==> src/rtl/mod107_pkg.sv <==
// mod107_pkg: shared constants, FSM states and the single-step mod-107 reduction
package mod107_pkg;
  localparam int MOD = 107;
  localparam int RES_W = 7;
  localparam int NCHUNK = 67;
  localparam int CNT_W = 7;
  typedef enum logic {ACC, DONE} state_t;
  function automatic logic [RES_W-1:0] red107(input logic [7:0] x);
    logic [7:0] t;
    t = x >= 8'(MOD) ? x - 8'(MOD) : x;
    return t[RES_W-1:0];
  endfunction
endpackage

==> src/rtl/mod107_add.sv <==
// mod107_add: (a + pre-reduced b) mod 107 with an out-of-range flag on b
module mod107_add import mod107_pkg::*; (
  input  logic [RES_W-1:0] a,
  input  logic [RES_W-1:0] b,
  output logic [RES_W-1:0] sum,
  output logic             oor
);
  logic [RES_W-1:0] r;
  always_comb begin
    oor = b >= RES_W'(MOD);
    r = red107({1'b0, b});
    sum = red107({1'b0, a} + {1'b0, r});
  end
endmodule

==> src/rtl/mod107_residue_accumulator.sv <==
// mod107_residue_accumulator: sums per-chunk residues mod 107 over a frame, result via valid/ready
module mod107_residue_accumulator import mod107_pkg::*; (
  input  logic             clk,
  input  logic             rst_n,
  input  logic             in_valid,
  output logic             in_ready,
  input  logic [RES_W-1:0] in_residue,
  input  logic             in_last,
  output logic             out_valid,
  input  logic             out_ready,
  output logic [RES_W-1:0] out_residue,
  output logic             out_err
);
  state_t state, state_nx;
  logic [RES_W-1:0] acc, sum;
  logic [CNT_W-1:0] cnt;
  logic err, oor, take, last_cnt, fin, err_nx;
  mod107_add u_add (.a(acc), .b(in_residue), .sum(sum), .oor(oor));
  assign in_ready = state == ACC;
  assign out_valid = state == DONE;
  always_comb begin
    take = in_valid & in_ready;
    last_cnt = cnt == CNT_W'(NCHUNK - 1);
    fin = in_last | last_cnt;
    // in_last and the final count must coincide; either one alone is a framing error
    err_nx = err | oor | (in_last ^ last_cnt);
    state_nx = state;
    state_nx = state == ACC ? ((take && fin) ? DONE : ACC) : (out_ready ? ACC : DONE);
  end
  always_ff @(posedge clk or negedge rst_n)
    if (!rst_n) state <= ACC;
    else state <= state_nx;
  always_ff @(posedge clk or negedge rst_n)
    if (!rst_n) begin
      acc <= '0;
      cnt <= '0;
      err <= 1'b0;
      out_residue <= '0;
      out_err <= 1'b0;
    end else if (take) begin
      acc <= fin ? '0 : sum;
      cnt <= fin ? '0 : cnt + 1'b1;
      err <= fin ? 1'b0 : err_nx;
      if (fin) begin
        out_residue <= sum;
        out_err <= err_nx;
      end
    end
endmodule
==> config.mk <==
export PLATFORM = sky130hd
export DESIGN_NAME = mod107_residue_accumulator
export DESIGN_NICKNAME = d
export VERILOG_FILES = /design/src/rtl/mod107_pkg.sv /design/src/rtl/mod107_add.sv /design/src/rtl/mod107_residue_accumulator.sv
export SDC_FILE = /design/constraint.sdc
export NUM_CORES = 1
export LEC_CHECK = 0
export BUFFER_PORTS_ARGS = -buffer_cell sky130_fd_sc_hd__buf_2
export CAP_MARGIN = 20
export CORE_MARGIN = 2
export CORE_UTILIZATION = 41
export CTS_CLUSTER_SIZE = 40
export DETAILED_ROUTE_END_ITERATION = 8
export PLACE_DENSITY = 0.68
export SETUP_SLACK_MARGIN = 0.2
export SYNTH_ARGS = -nofsm -noshare
export SYNTH_HDL_FRONTEND = slang
export SYNTH_SLANG_ARGS = --single-unit
==> constraint.sdc <==
create_clock -name clk -period 4 [get_ports clk]
set_input_delay 0.4 -clock clk [delete_from_list [all_inputs] [get_ports clk]]
set_output_delay 0.4 -clock clk [all_outputs]
set_load 0.02 [all_outputs]
==> reports/summary.md <==
The run finished with clean final reports. CTS placed an instance of sky130_fd_sc_hd__clkbuf_8 at the clock tree root. The instance area at placement is 1960 µm². Sequential cells account for 24.1% of the total power. The number of maximum-capacitance constraint violations was 0; the mean post-synth cell area was 8.93 µm². The headroom to the max-slew limit is 55.5%, and the number of input and output port buffers inserted is 21. Traced cell by cell, the critical path runs through buf_2 -> ha_1 -> a211o_1 -> a21oi_2 -> nor2_1 -> xor2_1 -> ha_1 -> inv_1 -> fa_1 -> inv_1 -> ha_1 -> nor2_1 -> nor4_4 -> o211ai_2 -> nand2_1 -> mux2i_2 -> o22ai_1. Power spread over the standard cell area amounts to 736 nW/µm².

The final layout contains routed wiring with a total length of 3.78 mm. The detailed-route wire length per cell works out to 13.8 µm. Post-CTS repair changed the size of 0 cells.

Number of top-level design ports: 22. The logs give 24 for the number of clock sinks and 42.1% for the initial cell density of the core. The synthesized netlist devotes 21.4% of its cell area to simple gates.

The total setup buffers inserted after CTS was 0; the total routing resource utilization after global routing was 15.6%. Across the routed clock network, the largest skew measured is 2.93 ps. Routability-driven placement finished with a final weighted congestion of 0.836.

Final count of hold timing violations: 0. The cell type contributing the most total cell area after synthesis was sky130_fd_sc_hd__dfrtp_1. The run gives 4 as the total iterations of the first detailed-routing run.

In the synthesized netlist, mux cells make up 1.79% of the area. Internal power comes to 806 µW. Total core area: 4320 µm². For the insertion delay of the later-clocked pin in the worst-skew pair, the log shows 270 ps. Global routing finished with a remaining overflow of 0.

Once detailed placement completed, the half-perimeter wirelength came to 2.86 mm. The tools report the core occupancy in the finished layout as 47.4%. The number of nets in the synthesized netlist is 231.

The worst setup path is launched from a primary input. The fraction of registers with async set/reset came out at 100%. In this run the vertical extent of the chip is 70.7 µm.

The fraction of the mapped netlist area in adder cells is 10.7%, and the antenna diode count is 0. For this run, the register share of the synthesized area comes to 33.0%. For this design the static power due to leakage is 0.921 nW. After synthesis, the most frequently instantiated cells are sky130_fd_sc_hd__nand2_1 (35), sky130_fd_sc_hd__dfrtp_1 (24), sky130_fd_sc_hd__ha_1 (14), sky130_fd_sc_hd__o21ai_1 (12), sky130_fd_sc_hd__nor2_1 (10).

The H-tree depth is 1. The initial antenna violation count came out at 0. The worst-margin pin slew came out at 666 ps. The run gives 250 as the number of nets in the layout. Setup repair after global routing left no endpoint under its margin. The worst hold path belongs to the class in2async. In this run the deepest clock path goes through 2 buffers. The compound-cell area share of the yosys netlist is 23.6%, and the largest driver fanout on the critical path is 5. The number of core rows was 24; the achievable frequency was 0.278 GHz. The most repeated cell in the gate-level netlist after synthesis was sky130_fd_sc_hd__nand2_1. In this run the horizontal extent of the chip is 70.7 µm. Net switching is 46.6% of the power. In this run, the combinational gates consume 65.0% of the power.

TritonCTS built the clock tree. By area the synthesized netlist is led by sky130_fd_sc_hd__dfrtp_1 (33%), sky130_fd_sc_hd__ha_1 (9.6%), sky130_fd_sc_hd__nand2_1 (7.2%). After detailed routing, the number of vias per cell comes to 5.46.

The tools report the kind of end point of the critical path as a register. The routed via count is 1495. Buffers inserted during clock tree synthesis total 3. The number of global-route vias before repair is 1345. Summing every instance area after synthesis gives 1820 µm². For the final routed database, the setup TNS stands at 0 ps. The switching component of the power was 704 µW; the floorplan die area was 4990 µm². IR analysis of the VDD net gives a maximum drop of 372 µV. Of the total synthesized cell area, the portion taken by XOR and XNOR cells is 6.18%. The final-report max-slew violation count was 0; the final critical-path share of the clock period was 90.0%. The slowest stage of the critical path is the sky130_fd_sc_hd__fa_1 cell. Synthesis inferred 24 register bits.

The fraction of layout cells with a size suffix above 1 came out at 21.6%. Setup violations remaining at the end of the flow were counted as 0. The worst setup path category was in2reg. The number of synthesized flops with an enable pin is 0, and the peak per-stage delay on the critical path is 430 ps. The logs give 0 for the number of DRC violations after detailed routing and 10.9% for the clock group share of total power. Counting I/O delays and the setup requirement, the final critical path takes 3600 ps. The tools report the data arrival time at the worst-slack endpoint as 3730 ps. During synthesis, Yosys emitted a total of 0 warnings. The share of synthesized area in the top cell type comes to 33.0%.

STA puts the critical path data required time at 4130 ps. The clock-pin transition on the worst setup and hold timing paths is 80 ps. By area, the combinational part of the netlist is dominated by compound AO/OA/AOI/OAI gates. The tools report the number of different library cells in the post-synthesis netlist as 48. The prevailing post-synth register cell was sky130_fd_sc_hd__dfrtp_1. Once detail routing completed, the nets flagged for antenna violations numbered 0.

The finished cells cover 2050 µm². For this design, the CTS-stage hold fixing added 0 buffers. The iteration-0 DRC count of the detailed router came out at 70. Entering global routing, the biggest net connects 25 pins. From synthesis to final layout, the design area changed by 12.6%. The library cell appearing most often on the critical path was sky130_fd_sc_hd__ha_1.

The first global-routing pass estimated 6.31 mm of wire. The synthesized instance count was 204.
state kept, by name, summed over array words and instances (netlist names):
| signal | cells |
|---|---|
| out_valid | 1 |
| acc | 7 |
| cnt | 7 |
| out_err | 1 |
| out_residue | 7 |
| err | 1 |
per-layer routing:
layer | vias to the layer above | wire, µm | track usage (%)
met5 | - | 0 | 0
met1 | 696 | 2060 | 24.9
met4 | 0 | 53 | 6.08
met3 | 4 | 145 | 1.42
li1 | 762 | - | -
met2 | 33 | 1510 | 21.8
cell usage in the layout (no fill, tap or decap), types with 2 or more instances in the layout:
| cell type | instances |
|---|---|
| sky130_fd_sc_hd__nand2_1 | 35 |
| sky130_fd_sc_hd__dfrtp_1 | 24 |
| sky130_fd_sc_hd__buf_2 | 21 |
| sky130_fd_sc_hd__ha_1 | 14 |
| sky130_fd_sc_hd__o21ai_1 | 12 |
| sky130_fd_sc_hd__nor2_1 | 10 |
| sky130_fd_sc_hd__inv_1 | 9 |
| sky130_fd_sc_hd__o21ai_0 | 9 |
| sky130_fd_sc_hd__nand2b_1 | 6 |
| sky130_fd_sc_hd__nand3_1 | 5 |
| sky130_fd_sc_hd__xnor2_1 | 5 |
| sky130_fd_sc_hd__a21oi_1 | 5 |
| sky130_fd_sc_hd__a21o_1 | 4 |
| sky130_fd_sc_hd__xor2_1 | 4 |
| sky130_fd_sc_hd__nor3_1 | 4 |
| sky130_fd_sc_hd__o22ai_1 | 4 |
| sky130_fd_sc_hd__o31ai_1 | 4 |
| sky130_fd_sc_hd__clkbuf_8 | 4 |
| sky130_fd_sc_hd__a21oi_2 | 3 |
| sky130_fd_sc_hd__nand3b_1 | 3 |
| sky130_fd_sc_hd__or2_2 | 3 |
| sky130_fd_sc_hd__nor4_1 | 2 |
| sky130_fd_sc_hd__mux2_2 | 2 |
| sky130_fd_sc_hd__nor2b_1 | 2 |
| sky130_fd_sc_hd__xnor2_2 | 2 |
| sky130_fd_sc_hd__a211oi_1 | 2 |
| sky130_fd_sc_hd__o211ai_2 | 2 |
final timing paths:
check / slack, ps / from / endpoint / depth (start not counted)
max: 400 / in_residue[0] / acc[1]$_DFFE_PN0P_ / 17
min: 100 / rst_n / cnt[3]$_DFFE_PN0P_ / 1
max reg2reg: 1290 / acc[0]$_DFFE_PN0P_ / acc[1]$_DFFE_PN0P_ / 11
min reg2reg: 490 / out_residue[5]$_DFFE_PN0P_ / out_residue[5]$_DFFE_PN0P_ / 2
max in group asynchronous: 3550 / rst_n / acc[5]$_DFFE_PN0P_ / 1
min in group clk: 300 / out_ready / out_valid$_DFF_PN0_ / 2
power groups by stage:
stage / Sequential [mW] / Combinational [mW] / Clock (mW)
6_report: 0.364 / 0.981 / 0.165
5_1_grt: 0.374 / 1.08 / 0.178
4_1_cts: 0.364 / 0.924 / 0.171
3_5_place_dp: 0.368 / 0.917 / 0
3_3_place_gp: 0.368 / 0.903 / 0
2_1_floorplan: 0.401 / 0.694 / 0
logic make-up (layout without fill, tap and decap cells):
logic type               count (synthesis)  after routing
AND/OR/NAND/NOR                         77             77
XOR/XNOR                                12             12
AO/OA/AOI/OAI                           57             57
buffers and inverters                   16             34
multiplexers                             3              3
flip-flops                              24             24
adder cells (fa/ha/maj)                 15             15
per-stage QoR:
stage / power, mW / hold WS, ps / setup slack [ps] / cells
after global routing: 1.63 / 134 / 155 / 274
after global placement: 1.27 / 414 / 176 / 270
after detailed placement: 1.29 / 418 / 126 / 270
after floorplan: 1.09 / 104 / 621 / 204
after CTS: 1.46 / 122 / 407 / 274
final: 1.51 / 98.6 / 398 / 274
worst max-delay path: cells and delay by family:
| family | cells | cell delay [ps] |
|---|---|---|
| AO/OA/AOI/OAI | 4 | 720 |
| XOR/XNOR | 1 | 180 |
| adder cells (fa/ha/maj) | 4 | 1090 |
| buffers and inverters | 3 | 330 |
| multiplexers | 1 | 290 |
| AND/OR/NAND/NOR | 4 | 700 |
final cells by class:
type	count	area, µm²
inverters	9	33.8
flip-flops and latches	24	601
well taps	52	65.1
clock buffers	4	55.1
fillers	432	2270
multi-input cells	164	1190
repair buffers	21	105
Note: power is estimated with default switching activity, not from simulation.
